===== config.mk =====
export PLATFORM = sky130hd
export DESIGN_NAME = nn_infer_scheduler
export DESIGN_NICKNAME = d
export VERILOG_FILES = /design/src/rtl/nn_infer_scheduler.sv
export SDC_FILE = /design/constraint.sdc
export NUM_CORES = 1
export LEC_CHECK = 0
export CORE_MARGIN = 1
export CORE_UTILIZATION = 55
export CTS_CLUSTER_DIAMETER = 100
export CTS_CLUSTER_SIZE = 40
export DETAILED_ROUTE_END_ITERATION = 8
export GPL_TIMING_DRIVEN = 0
export PLACE_DENSITY_LB_ADDON = 0.05
export SYNTH_ARGS = -nofsm -noshare
export SYNTH_HDL_FRONTEND = slang
export SYNTH_SLANG_ARGS = --single-unit

===== constraint.sdc =====
create_clock -name clk -period 2 [get_ports clk]
set_input_delay 0.4 -clock clk [delete_from_list [all_inputs] [get_ports clk]]
set_output_delay 0.4 -clock clk [all_outputs]
set_load 0.03 [all_outputs]

===== src/rtl/nn_infer_scheduler.sv =====
// nn_infer_scheduler: round-robin arbiter sharing one NN inference engine
// between NUM_REQ frame requesters. Drives the engine's level start/done
// handshake, tags each result with its owner and watches job duration.
// Optional build macro NN_SCHED_PERF_EN adds the last_latency output.
module nn_infer_scheduler #(
  parameter int NUM_REQ        = 4,
  parameter int ID_W           = 2,
  parameter int TIMEOUT_CYCLES = 65535,
  parameter int CNT_W          = 20
) (
  input  logic               clk,
  input  logic               rst,
  input  logic [NUM_REQ-1:0] req,
  output logic [NUM_REQ-1:0] grant,
  output logic               eng_start,
  input  logic               eng_done,
  output logic               busy,
  output logic               result_valid,
  output logic [ID_W-1:0]    result_id,
  output logic               result_err,
  output logic               timeout_err
`ifdef NN_SCHED_PERF_EN
  ,
  output logic [CNT_W-1:0]   last_latency
`endif
);

  typedef enum logic [1:0] {
    IDLE  = 2'd0,
    WAIT  = 2'd1,
    DRAIN = 2'd2
  } state_t;

  localparam logic [CNT_W-1:0]   WD_LAST   = CNT_W'(TIMEOUT_CYCLES - 1);
  localparam logic [CNT_W-1:0]   CNT_ONE   = {{(CNT_W-1){1'b0}}, 1'b1};
  localparam logic [ID_W-1:0]    ID_ONE    = {{(ID_W-1){1'b0}}, 1'b1};
  localparam logic [ID_W-1:0]    ID_LAST   = ID_W'(NUM_REQ - 1);
  localparam logic [ID_W:0]      REQ_COUNT = (ID_W+1)'(NUM_REQ);
  localparam logic [NUM_REQ-1:0] GRANT_LSB = {{(NUM_REQ-1){1'b0}}, 1'b1};

  // Counter increment that sticks at all-ones instead of wrapping.
  function automatic logic [CNT_W-1:0] sat_inc(input logic [CNT_W-1:0] v);
    if (v == {CNT_W{1'b1}}) begin
      return v;
    end else begin
      return v + CNT_ONE;
    end
  endfunction

  state_t             state_r, state_s;
  logic [ID_W-1:0]    rr_ptr_r, rr_ptr_s;
  logic [NUM_REQ-1:0] grant_r, grant_s;
  logic               eng_start_r, eng_start_s;
  logic               busy_r, busy_s;
  logic               result_valid_r, result_valid_s;
  logic [ID_W-1:0]    result_id_r, result_id_s;
  logic               result_err_r, result_err_s;
  logic               timeout_err_r, timeout_err_s;
  logic [CNT_W-1:0]   wd_cnt_r, wd_cnt_s;
  logic               err_flag_r, err_flag_s;
  logic [ID_W-1:0]    winner_s;
  logic               found_s;
  logic [ID_W:0]      arb_idx_s;
`ifdef NN_SCHED_PERF_EN
  logic [CNT_W-1:0]   last_latency_r, last_latency_s;
`endif

  // Round-robin search: first asserted request at or after rr_ptr, wrapping.
  always_comb begin
    winner_s  = {ID_W{1'b0}};
    found_s   = 1'b0;
    arb_idx_s = {(ID_W+1){1'b0}};
    for (int i = 0; i < NUM_REQ; i++) begin
      arb_idx_s = {1'b0, rr_ptr_r} + (ID_W+1)'(i);
      if (arb_idx_s >= REQ_COUNT) begin
        arb_idx_s = arb_idx_s - REQ_COUNT;
      end else begin
        arb_idx_s = arb_idx_s;
      end
      if (!found_s && req[arb_idx_s[ID_W-1:0]]) begin
        found_s  = 1'b1;
        winner_s = arb_idx_s[ID_W-1:0];
      end else begin
        found_s  = found_s;
      end
    end
  end

  // Next-state and next-output logic; pulse outputs default low every cycle.
  always_comb begin
    state_s        = state_r;
    rr_ptr_s       = rr_ptr_r;
    grant_s        = grant_r;
    eng_start_s    = eng_start_r;
    result_id_s    = result_id_r;
    wd_cnt_s       = wd_cnt_r;
    err_flag_s     = err_flag_r;
    result_valid_s = 1'b0;
    result_err_s   = 1'b0;
    timeout_err_s  = 1'b0;
`ifdef NN_SCHED_PERF_EN
    last_latency_s = last_latency_r;
`endif
    case (state_r)
      IDLE: begin
        // A done level seen here is spurious and deliberately ignored.
        if (found_s) begin
          grant_s     = GRANT_LSB << winner_s;
          result_id_s = winner_s;
          eng_start_s = 1'b1;
          wd_cnt_s    = {CNT_W{1'b0}};
          err_flag_s  = 1'b0;
          state_s     = WAIT;
          if (winner_s == ID_LAST) begin
            rr_ptr_s = {ID_W{1'b0}};
          end else begin
            rr_ptr_s = winner_s + ID_ONE;
          end
        end else begin
          state_s = IDLE;
        end
      end
      WAIT: begin
        wd_cnt_s = sat_inc(wd_cnt_r);
        // Done takes priority over a watchdog expiry in the same cycle.
        if (eng_done) begin
          eng_start_s    = 1'b0;
          result_valid_s = 1'b1;
          result_err_s   = err_flag_r;
          state_s        = DRAIN;
`ifdef NN_SCHED_PERF_EN
          last_latency_s = sat_inc(wd_cnt_r);
`endif
        end else if (wd_cnt_r == WD_LAST) begin
          // The engine cannot be aborted: flag the job and keep waiting.
          timeout_err_s = 1'b1;
          err_flag_s    = 1'b1;
        end else begin
          state_s = WAIT;
        end
      end
      DRAIN: begin
        // Hold the grant until the engine has dropped done, so the next
        // start never overlaps the previous job's done level.
        if (!eng_done) begin
          grant_s = {NUM_REQ{1'b0}};
          state_s = IDLE;
        end else begin
          state_s = DRAIN;
        end
      end
      default: begin
        state_s     = IDLE;
        grant_s     = {NUM_REQ{1'b0}};
        eng_start_s = 1'b0;
      end
    endcase
    busy_s = (state_s != IDLE);
  end

  // State and registered-output update with asynchronous reset.
  always_ff @(posedge clk or posedge rst) begin
    if (rst) begin
      state_r        <= IDLE;
      rr_ptr_r       <= {ID_W{1'b0}};
      grant_r        <= {NUM_REQ{1'b0}};
      eng_start_r    <= 1'b0;
      busy_r         <= 1'b0;
      result_valid_r <= 1'b0;
      result_id_r    <= {ID_W{1'b0}};
      result_err_r   <= 1'b0;
      timeout_err_r  <= 1'b0;
      wd_cnt_r       <= {CNT_W{1'b0}};
      err_flag_r     <= 1'b0;
`ifdef NN_SCHED_PERF_EN
      last_latency_r <= {CNT_W{1'b0}};
`endif
    end else begin
      state_r        <= state_s;
      rr_ptr_r       <= rr_ptr_s;
      grant_r        <= grant_s;
      eng_start_r    <= eng_start_s;
      busy_r         <= busy_s;
      result_valid_r <= result_valid_s;
      result_id_r    <= result_id_s;
      result_err_r   <= result_err_s;
      timeout_err_r  <= timeout_err_s;
      wd_cnt_r       <= wd_cnt_s;
      err_flag_r     <= err_flag_s;
`ifdef NN_SCHED_PERF_EN
      last_latency_r <= last_latency_s;
`endif
    end
  end

  assign grant        = grant_r;
  assign eng_start    = eng_start_r;
  assign busy         = busy_r;
  assign result_valid = result_valid_r;
  assign result_id    = result_id_r;
  assign result_err   = result_err_r;
  assign timeout_err  = timeout_err_r;
`ifdef NN_SCHED_PERF_EN
  assign last_latency = last_latency_r;
`endif

endmodule


## After elaboration in Yosys (flattened, before gate mapping)

Cells that the tools add are included.

| word-level totals | value |
|---|---|
| word-level logic and storage cells | 102 |
| bits in registers | 36 |
| output and inout bits | 11 |

| operators by class | value |
|---|---|
| mux-type cells | 46 |
| shift operators | 1 |
| bitwise gates (word level) | 2 |
| reduce and logical (&&, ||, !) cells | 14 |
| $add $sub $neg | 9 |
| order comparisons | 8 |
| equal/unequal tests | 11 |

Operators by type and width:

| operator | number |
|---|---|
| 20-bit 2-to-1 mux | 2 |
| 20-bit one-hot mux with 2 select lines | 1 |
| 2-bit 2-to-1 mux | 12 |
| 1-bit 2-to-1 mux | 21 |
| 20-bit by 1-bit adder with 20-bit output (second input constant) | 1 |
| 20-bit by 16-bit == test with 1-bit output (second input constant) | 1 |
| 20-bit == test (second input constant) | 1 |
| 2-bit by 3-bit < comparator with 1-bit output (second input constant) | 4 |
| 2-bit inequality test (second input constant) | 6 |
| 4-bit one-hot mux with 3 select lines | 1 |
| 3-bit >= comparator (second input constant) | 3 |
| 3-bit AND reduction | 3 |
| 1-bit binary-select mux with 2-bit select | 4 |
| 4-bit 2-to-1 mux | 2 |
| 2-bit by 1-bit subtractor with 2-bit output (second input constant) | 4 |
| 2-bit by 2-bit adder with 3-bit output (second input constant) | 2 |
| 2-bit one-hot mux with 3 select lines | 1 |
| 2-bit == test (second input constant) | 2 |
| 4-bit AND reduction | 1 |
| 2-bit nonzero test | 2 |
| 1-bit by 2-bit << shifter with 4-bit output (first input constant) | 1 |
| 2-bit by 1-bit adder with 3-bit output (second input constant) | 1 |
| 2-bit by 3-bit >= comparator with 1-bit output (second input constant) | 1 |
| 1-bit logical AND | 3 |
| 8 further kinds | 11 |

## Depth between registers and ports, before layout

Gate-level depths: netlist (run 1).

| logic depth | value |
|---|---|
| word-level depth | 17 |
| mapped depth | 8 |
| depth with buffers taken out | 8 |

## Worst setup path after synthesis (run 1)

OpenSTA, ideal clock, no wires.

| timing | value |
|---|---|
| path type | input to register |
| from | in req[3] |
| to | reg grant_r[0] (netlist: grant[0]) |
| path buffers | 0 |
| stages on the path | 8 |
| library setup time | 0.128 ns |
| data required time | 1.872 ns |
| setup slack | 0.188 ns |
| arrival | 1.684 ns |
| cell sequence | inv_1 > a221o_1 > a22oi_1 > inv_1 > ha_1 > nor3b_1 > a31oi_1 > o2bb2ai_1 |

| on the way | value |
|---|---|
| word-level cells in the longest chain between the ends | 15 |
| elaborated cells on any way between the ends | 27 |
| classes of those cells | 1 x eq/ne; 1 x shift; 18 x mux; 7 x reduce/logical |

RTL lines:

| what | line | RTL |
|---|---|---|
| start, declared | 13 | `input logic [NUM_REQ-1:0] req,` |
| 1-bit binary-select mux with 2-bit select | 80 | `if (!found_s && req[arb_idx_s[ID_W-1:0]]) begin` |
| 1-bit 2-to-1 mux (implied by the code) | 80 |  |
| 1-bit 2-to-1 mux | 80 |  |
| 1-bit zero test | 80 |  |
| 1-bit logical AND | 80 |  |
| 1-bit 2-to-1 mux | 80 |  |
| 1-bit zero test | 80 |  |
| 1-bit logical AND | 80 |  |
| 1-bit 2-to-1 mux | 80 |  |
| 1-bit zero test | 80 |  |
| 1-bit logical AND | 80 |  |
| 2-bit 2-to-1 mux * | 80 |  |
| named net winner_s[0] | 61 | `logic [ID_W-1:0] winner_s;` |
| 1-bit by 2-bit << shifter with 4-bit output * | 108 | `grant_s = GRANT_LSB << winner_s;` |
| 4-bit 2-to-1 mux * | 107 | `if (found_s) begin` |
| 4-bit one-hot mux with 3 select lines * | 104 | `case (state_r)` |
| end signal, assigned | 166 | `grant_r <= {NUM_REQ{1'b0}};` |
| end signal, assigned | 181 | `grant_r <= grant_s;` |
| end, declared | 52 | `logic [NUM_REQ-1:0] grant_r, grant_s;` |

The timed path passes the listed nets; every way through them passes the cells marked *. The select of a mux whose other input is x is not followed.
A chain may end at the register's enable or synchronous reset.

## Worst setup path in the final report (run 1)

| timing | value |
|---|---|
| from | in req[2] |
| to | reg grant_r[2] (netlist: grant[2]) |

Same word-level chain as after synthesis.

==> key figures, run 1 <==
Floorplan
  – I/O pins: 18
  – Initial core utilization: 58.7%
  – Die Footprint: about 3900 um2
  – Die X: 62.1 um
  – Die Y: approximately 62 um
  – Core area: between 3000 and 4000 um2
  – Rows: 21

Run
  – Max-cap violations: 0

Placement
  – Place WS: -0.608 ns
  – IO buf count: 17
  – GP Congestion: 0.883
  – DP HPWL: roughly 3.4 mm
  – Cell Count Post-Placement: 269

Clock network
  – TritonCTS clock tree: yes
  – CTS hold repair buffers: 0
  – Root buf cell: clkbuf_4
  – Clock buffer count from CTS: 5
  – Clock buffer depth: 2
  – Clk pin slew, worst setup/hold paths: about 0.11 ns
  – Clock Latency Late Sink: between 0.3 and 0.4 ns
  – Clock sink count: 36
  – H-tree Lvls: 2

Timing
  – Worst slew margin: around half
  – Slew Viols, Final: 0
  – Final number of hold-violating endpoints: 0
  – Setup TNS: 0 ns
  – # setup viols final: 0
  – Fin Hold WS: 0.490 ns
  – Final setup margin: around 0.077 ns
  – Highest Clock Rate: approximately 520 MHz
  – Setup Skew: approximately 0.011 ns
  – Min cycle time layout: 1.92 ns
  – RSZ-0062 raised after global routing: no
  – Crit share post-route: between 90% and 100%
  – Slew at the pin closest to its max-slew limit: about 0.74 ns

Route
  – Final wirelength: ~4.7 mm
  – Detail Route Antenna Nets: 0
  – Drt wl/cell: around 17 um
  – Vias per cell: around 6.3
  – DRC: 0
  – Number of detailed-route iterations in the first pass: 4
  – Overall via count from detail_route: approximately 1800
  – DRT iter0 DRCs: approximately 160

Critical path
  – Critical Path AT: ~2.2 ns
  – Cell Chain, Critical Path: clkdlybuf4s50_1, a221o_1, a22oi_2, inv_1, ha_1, nor3b_1, a31oi_1, o2bb2ai_1
  – CP startpoint kind: input pin
  – Critical path capture point type: register
  – Crit-path slowest cell: clkdlybuf4s50_1
  – CP bufs+invs: 2
  – Worst EP required: between 2 and 2.5 ns
  – CP top delay family: compound AO/OA/AOI/OAI gates
  – Slowest Stage Delay on Critical Path: roughly 0.50 ns
  – Critical Path Fanout Max: 4
  – Worst reg-to-reg setup slack: around 0.10 ns
  – Critical setup path kind: in -> reg

Power
  – PD cells: around 1100 nW/um2
  – Worst vdd ir: roughly 0.0011 V
  – Total leakage power: approximately 0.001 uW

Cells and area
  – Share of cells above drive strength 1: approximately 11%
  – Nets: around 250
  – Commonest non-fill, non-tap cell in the layout: dfrtp_1
  – # diodes: 0
  – Most frequent cells in the layout: dfrtp_1, nand2_1, a21oi_1, clkdlybuf4s50_1
  – Filler instances: about 270
  – Post-route insts no fill: around 280
  – Area added between synthesis and finish: 17.6%

Logic synthesis
  – Yosys reg bits: 36
  – Synthesis Warnings: 0
  – Yosys cell types: between 40 and 50
  – Number of synthesized flops with an enable pin: 0
  – Synthesized cell area: between 1500 and 2000 um2
  – Synth async-reset ratio: 100%
  – Syn Nets: between 200 and 250
  – Synth Instances: about 210
  – Synthesized area per cell: ~9.7 um2
  – Ys flop type: dfrtp_1
  – Seq/Total Area, Yosys: 45.3%

GRT
  – Initial antenna violation count: 0
  – Largest net degree at the start of global routing: 37
  – Vias in the first global route: between 1500 and 2000
  – Total gr overflow: 0
  – Gr usage total: 25.9%
  – First-pass GRT wire length: between 7 and 8 mm

Run status
  – Status: finished, final reports clean

Min path
  – Hold crit path type: in -> async
==> final cells by class <==
type / instances / area (um2) / area share [%]
multi-input combinational: 149 / 1020 / 43.5
sequential: 36 / 901 / 38.5
timing repair buffer: 21 / 204 / 8.73
clock buffer: 8 / 58.8 / 2.52
buffer: 10 / 57.6 / 2.46
tap: 46 / 57.6 / 2.46
inverter: 11 / 41.3 / 1.77
==> power breakdown <==
group | switching (uW) | total [uW] | leakage, uW | internal, uW
Sequential | 127 | 1000 | 0.000478 | 875
Combinational | 658 | 1080 | 0.000480 | 426
Clock | 244 | 418 | 0.0000326 | 174
Total | 1030 | 2500 | 0.000991 | 1470
==> worst reg2reg max path: cells and delay by family, from the launching register on <==
kind | cells | cell delay (ns)
compound gates | 1 | 0.16
buf+inv | 1 | 0.16
simple gates | 3 | 1.15
flops | 1 | 0.37
==> metal layers <==
metal  up-vias  GRT usage, %  wire [um]
met5         -             0          0
li1        837             -          -
met4         0          10.8         88
met2        59          43.0       2330
met3        14          5.51        263
met1       857          32.7       2030
==> Yosys cell counts, types with 2 or more instances <==
library cell  instances  area (um2)
dfrtp_1              36         901
nand2_1              17        63.8
a21oi_1              14        70.1
inv_1                11        41.3
nand3_1              10        50.1
o21ai_0               9        45.0
nand4_1               7        43.8
nor2_1                7        26.3
or4_1                 7        52.6
ha_1                  6        75.1
mux2i_1               6        60.1
o31ai_1               6        45.0
nor3_1                5        25.0
o2bb2ai_1             5        43.8
a31oi_1               4        25.0
and2_1                4        25.0
and3_1                4        25.0
buf_2                 4        20.0
clkbuf_1              4        15.0
a211oi_1              3        22.5
nor4_1                3        18.8
a221o_1               2        20.0
a32oi_1               2        17.5
buf_6                 2        22.5
nand2b_1              2        12.5
nor2b_1               2        12.5
nor3b_1               2        15.0
o41ai_1               2        17.5
==> through the flow <==
step,total power (uW),cell area [um2],util (%)
floorplan,1690,1990,-
global placement,2000,2220,65.4
detailed placement,2050,2220,65.4
CTS,2490,2300,67.8
global route,2670,2340,69.0
finish,2500,2340,69.0
==> sequential cells by signal, summed over array words and instances (netlist names) <==
signal / count
wd_cnt_r: 20
grant: 4
result_id: 2
rr_ptr_r: 2
state_r: 2
busy: 1
eng_start: 1
err_flag_r: 1
result_err: 1
result_valid: 1
timeout_err: 1
==> path summary, 6_finish.rpt <==
| check | startpoint | to | cells after the start |
|---|---|---|---|
| min | rst | wd_cnt_r[12] | 2 |
| max | req[2] | grant[2] | 8 |
| max reg2reg | state_r[1] | wd_cnt_r[19] | 5 |
| min reg2reg | err_flag_r | err_flag_r | 1 |
| min in group clk | err_flag_r | err_flag_r | 1 |
| max in group asynchronous | rst | wd_cnt_r[2] | 2 |
==> cells by family after synthesis <==
family | synth area share (%)
buf+inv | 4.97
flops | 45.3
simple gates | 23.5
mux | 3.59
fa+ha+maj | 3.78
compound gates | 18.8
==> repair_timing <==
item	in CTS	in global routing
endpoints found under the setup margin	22	12
gates resized for setup	4	6
gates cloned	0	0
setup buffers	1	3
pin swaps	2	1
Note: power is estimated with default switching activity, not from simulation.
==> inputs of run 2 (changes only) <==
Settings changed: CORE_ASPECT_RATIO set to 0.9.
==> run 2 against run 1 <==
Effect of this change:
- sequential power hardly changed
- die area hardly changed
- cell area is 1.1% higher
- power is 5.7% higher
- critical path depth is 2 lower
- global-route usage is 1.6 points higher
- non-clock buffer count is 2 lower
==> key figures, run 2 (synthesized netlist as in run 1, its figures left out) <==
Run status
  – Status: finished, final reports clean

Critical path
  – CP bufs+invs: 2 (unchanged)
  – Critical setup path kind: reg -> reg
  – CP top delay family: simple AND/OR/NAND/NOR gates
  – Slowest Stage Delay on Critical Path: 0.48 ns (-0.02 ns)
  – Cell Chain, Critical Path: and4_1, buf_6, and4_4, buf_6, or4_1, a21oi_1
  – CP startpoint: wd_cnt_r[16]
  – Critical Path AT: 2.12 ns (-0.03 ns)
  – Worst reg-to-reg setup slack: 0.08 ns (-0.02 ns)
  – Crit-path slowest cell: or4_1
  – R2r startpoint: wd_cnt_r[16]
  – Worst EP required: 2.21 ns (about the same)
  – Crit-path most repeated cell: buf_6
  – CP startpoint kind: register
  – Critical path capture point type: register
  – Critical Path Fanout Max: 9 (+5)

GRT
  – Vias in the first global route: 1691 (-0.53%)
  – First-pass GRT wire length: 7.90 mm (+1.2%)
  – Total gr overflow: 0 (unchanged)
  – Gr usage total: 27.5% (+1.6 points)
  – Initial antenna violation count: 0 (unchanged)
  – Largest net degree at the start of global routing: 37 (unchanged)

Timing
  – Slew at the pin closest to its max-slew limit: 0.747 ns (+0.00790 ns)
  – Final number of hold-violating endpoints: 0 (unchanged)
  – RSZ-0062 raised after global routing: no
  – Setup Skew: 0.00575 ns (-0.00511 ns)
  – Crit share post-route: 95.8% (-0.37 points)
  – # setup viols final: 0 (unchanged)
  – Slew Viols, Final: 0 (unchanged)
  – Highest Clock Rate: 522 MHz (+0.39%)
  – Worst slew margin: 50.1% (-0.53 points)
  – Min cycle time layout: 1.92 ns (-0.00738 ns)

Run
  – Max-cap violations: 0 (unchanged)

Route
  – Detail Route Antenna Nets: 0 (unchanged)
  – Drt wl/cell: 16.8 um (+0.43%)
  – Vias per cell: 6.38 (+1.4%)
  – Overall via count from detail_route: 1760 (-0.40%)
  – Final wirelength: 4.64 mm (-1.4%)
  – DRC: 0 (unchanged)
  – Number of detailed-route iterations in the first pass: 5 (+1)
  – DRT iter0 DRCs: 150 (-8.5%)

Power
  – PD cells: 1120 nW/um2 (+4.5%)
  – Total leakage power: 0.00100 uW (+1.3%)
  – Worst vdd ir: 0.000874 V (-19%)
  – Tot Pwr: 2650 uW (+5.7%)

Min path
  – Hold crit path type: reg -> reg
  – Hold wc startpoint: eng_start

Floorplan
  – I/O pins: 18 (unchanged)
  – Die X: 65.4 um (+5.2%)
  – Initial core utilization: 58.4% (-0.24 points)
  – Die Y: 59.0 um (-5.0%)
  – Rows: 20 (-4.8%)
  – Die Footprint: 3860 um2 (about the same)
  – Core area: 3400 um2 (+0.41%)

Cells and area
  – Share of cells above drive strength 1: 12.1% (+0.58 points)
  – Most frequent cells in the layout: dfrtp_1, nand2_1, a21oi_1
  – # diodes: 0 (unchanged)
  – Post-layout util: 69.4% (+0.49 points)
  – Commonest non-fill, non-tap cell in the layout: dfrtp_1
  – Biggest register: wd_cnt_r
  – Nets: 245 (-0.81%)
  – Post-route cell area: 2360 um2 (+1.1%)
  – Area added between synthesis and finish: 18.9%
  – Largest register FFs: 20 (unchanged)

Clock network
  – H-tree Lvls: 2 (unchanged)
  – Clock buffer count from CTS: 5 (unchanged)
  – Clk pin slew, worst setup/hold paths: 0.07 ns (-0.04 ns)
  – Root buf cell: clkbuf_8
  – Clock Latency Late Sink: 0.29 ns (-0.05 ns)
  – Clock sink count: 36 (unchanged)
  – TritonCTS clock tree: yes
  – Clock buffer depth: 2 (unchanged)

Placement
  – Cell Area, Placed: 2210 um2 (-0.11%)
  – GP Congestion: 0.867 (-1.9%)
  – IO buf count: 17 (unchanged)
  – DP HPWL: 3.19 mm (-4.9%)
-- run 2: cell count changes in the layout (fill, tap and decap cells not counted), moves of 2 or more --
cell      before  now
clkbuf_8       1    7
clkbuf_4       5    0
clkbuf_1       6    3
buf_4          4    2
-- run 2: path summary, 6_finish.rpt --
path                                endpoint  cells past startpoint
worst min register to register     eng_start                      2
min in group asynchronous         result_err                      2
worst max register to register  wd_cnt_r[11]                      6
worst min-delay path               eng_start                      2
worst max-delay path            wd_cnt_r[11]                      6
max in group asynchronous               busy                      2
-- run 2: per-layer routing --
layer	track usage, %	up-vias	wire [um]
met3	5.38	7	214
met1	38.5	853	2200
li1	-	839	-
met5	0	-	0
met4	11.2	0	43
met2	42.1	61	2180
-- run 2: stage by stage --
stage	setup slack, ns	hold slack (ns)	setup TNS, ns	cells
after global routing	0.00565	0.541	0	276
final	0.0846	0.477	0	276
after CTS	0.00126	0.482	0	276
after detailed placement	-0.630	0.468	-14.97	267
after global placement	-0.585	0.455	-11.48	267
after floorplan	0.188	0.441	0	206
-- run 2: worst min-delay path: cells and delay by family (launching register included) --
family        cells  cell delay (ns)
flops             1             0.34
simple gates      2             0.10
-- run 2: layout make-up --
cell class	instances	area (um2)
Clock buffer	7	96.3
Fill cell	277	1040
Tap cell	44	55.1
Sequential cell	36	901
Multi-Input combinational cell	149	1020
Timing Repair Buffer	19	188
Buffer	10	58.8
Inverter	11	41.3
-- run 2: repair_timing --
item / CTS / global route
endpoints found under the hold margin: 0 / 0
cloned: 0 / 0
buffers inserted: 2 / 0
hold buffers: 0 / 0
setup endpoints to repair: 24 / 13
resized for setup: 6 / 7
pin swaps: 2 / 0
-- run 2: where the power goes --
group          internal [uW]  switching [uW]
Sequential               877             127
Clock                    307             245
Combinational            425             665
==> inputs of run 3 (changes only) <==
Settings changed: ABC_CLOCK_PERIOD_IN_PS set to 2000.
==> results of run 3 <==
No change in the layout: final DEF, timing and power equal those of run 2.
==> variant (flow settings as in run 2) <==
Add a define of `NN_SCHED_PERF_EN`.
--- a/src/rtl/nn_infer_scheduler.sv
+++ b/src/rtl/nn_infer_scheduler.sv
@@ -2,6 +2,8 @@
 // between NUM_REQ frame requesters. Drives the engine's level start/done
 // handshake, tags each result with its owner and watches job duration.
 // Optional build macro NN_SCHED_PERF_EN adds the last_latency output.
+`define NN_SCHED_PERF_EN
+
 module nn_infer_scheduler #(
   parameter int NUM_REQ        = 4,
   parameter int ID_W           = 2,
Behaviour (old outputs only; new: last_latency): unchanged (Yosys induction, for registers that start in step).
==> variant against run 2 <==
The run now ends with negative setup slack left; setup slack worse by 0.16 ns; wire length up 62%; synthesized cell count up 59%; utilization up 1.5 points; combinational power up 78%; sequential cell count up 20; sequential power up 50%; cell area up 57%; area after synthesis up 50%; power up 53%; hold slack better by 0.010 ns; critical endpoint is now grant[3]; largest cell class unchanged.
==> variant: results (changes against run 2) <==
[sta]
fin_ws_ns=-0.0719  ; was 0.0846 ns
finClkSkew_ns=0.0113  ; was 0.00575 ns
setup_violations=6  ; was 0

[status]
status=finished with violations  ; was finished clean
failed_checks=negative setup slack

[final_layout]
nets=396  ; was 245
seq_cell_count=56  ; was 36
clockNetworkAreaShare_pct=2.09  ; was 4.08%
signal_buffers=65  ; was 29
inv_count=10  ; was 11

[pwr]
p_sw_uw=1770  ; was 1040 uW
p_seq_share_pct=37.0  ; was 37.9%
p_leak_uw=0.00157  ; was 0.00100 uW
power_combinational_uw=1940  ; was 1090 uW
intPower_uw=2290  ; was 1610 uW

[placed_design]
place_inst=432  ; was 267
gp_routability_congestion=0.878  ; was 0.867
numPortBuffers=36  ; was 17

[clock_network]
clkLatencyLatePin_ns=0.32  ; was 0.29 ns
clkTransAtPathRegs_ns=0.10  ; was 0.07 ns

[critical_path]
crit_arrival_ns=2.33  ; was 2.12 ns
cp_max_fo=5  ; was 9

[synthesis]
synth_area_leaders=dfrtp_1, nand2_1, o21ai_0, a21oi_1, xnor2_1  ; was dfrtp_1, ha_1, a21oi_1, nand2_1, mux2i_1
ys_seq_area_share_pct=47.1  ; was 45.3%
ys_top_cells_by_count=dfrtp_1, nand2_1, o21ai_0, a21oi_1, nor2_1  ; was dfrtp_1, nand2_1, a21oi_1, inv_1, nand3_1
ys_types=43  ; was 48

[grt]
grtUsageMet1_pct=41.0  ; was 38.5%
met2_usage_pct=41.9  ; was 42.1%
track_usage_pct=27.7  ; was 27.5%
first_global_vias=2488  ; was 1691

[detailed_routing]
drt_wl_total_um=7500  ; was 4640 um
wl_met3_um=417  ; was 214 um
vias=2742  ; was 1760
wl_met2_um=3420  ; was 2180 um
wirelength_met1_um=3570  ; was 2200 um

==> variant: cell types whose count changed after synthesis, sizes merged, moves of 4 or more <==
cell	before	now
clkbuf	4	12
or4	7	2
dfrtp	36	56
nor2	7	17
nor4	4	8
nor3b	2	6
a21oi	14	19
o21ai	10	40
a21o	1	6
nand2	17	47
xnor2	0	10
nor3	5	13
a31oi	4	9
o21a	0	4
==> variant: metrics by stage <==
stage                     hold slack [ns]  setup WS (ns)  setup TNS (ns)
final                               0.487        -0.0719          -0.239
after global routing                0.502         -0.138          -0.693
after CTS                           0.491        -0.0302         -0.0819
after detailed placement            0.468         -0.764          -17.75
after global placement              0.451         -0.830          -61.26
after floorplan                     0.442         0.0534               0
==> variant: cell families (layout without fill, tap and decap cells) <==
kind of cell             after synthesis  after routing  share of synthesized area [%]
AO/OA/AOI/OAI                         91             91                           17.7
XOR/XNOR                              11             11                           3.24
adder cells (fa/ha/maj)                6              6                           2.52
buffers and inverters                 27             82                           3.62
flip-flops                            56             56                           47.1
multiplexers                           4              4                           1.39
AND/OR/NAND/NOR                      133            133                           24.4
==> variant: repair_timing <==
| action | in CTS | in global routing |
|---|---|---|
| pin swaps | 3 | 6 |
| gates resized for setup | 16 | 24 |
| endpoints found under the setup margin | 34 | 29 |
| hold buffers | 0 | 0 |
| buffers inserted | 6 | 5 |
==> variant: path summary, 6_finish.rpt <==
path	start	end	slack [ns]	cells past startpoint
setup / recovery	rr_ptr_r[1]	grant[3]	-0.07	8
max in group asynchronous	rst	wd_cnt_r[15]	0.87	3
hold reg to reg	last_latency[10]	last_latency[10]	0.49	1
min in group asynchronous	rst	eng_start	0.53	2
hold / removal	last_latency[10]	last_latency[10]	0.49	1
setup reg to reg	rr_ptr_r[1]	grant[3]	-0.07	8
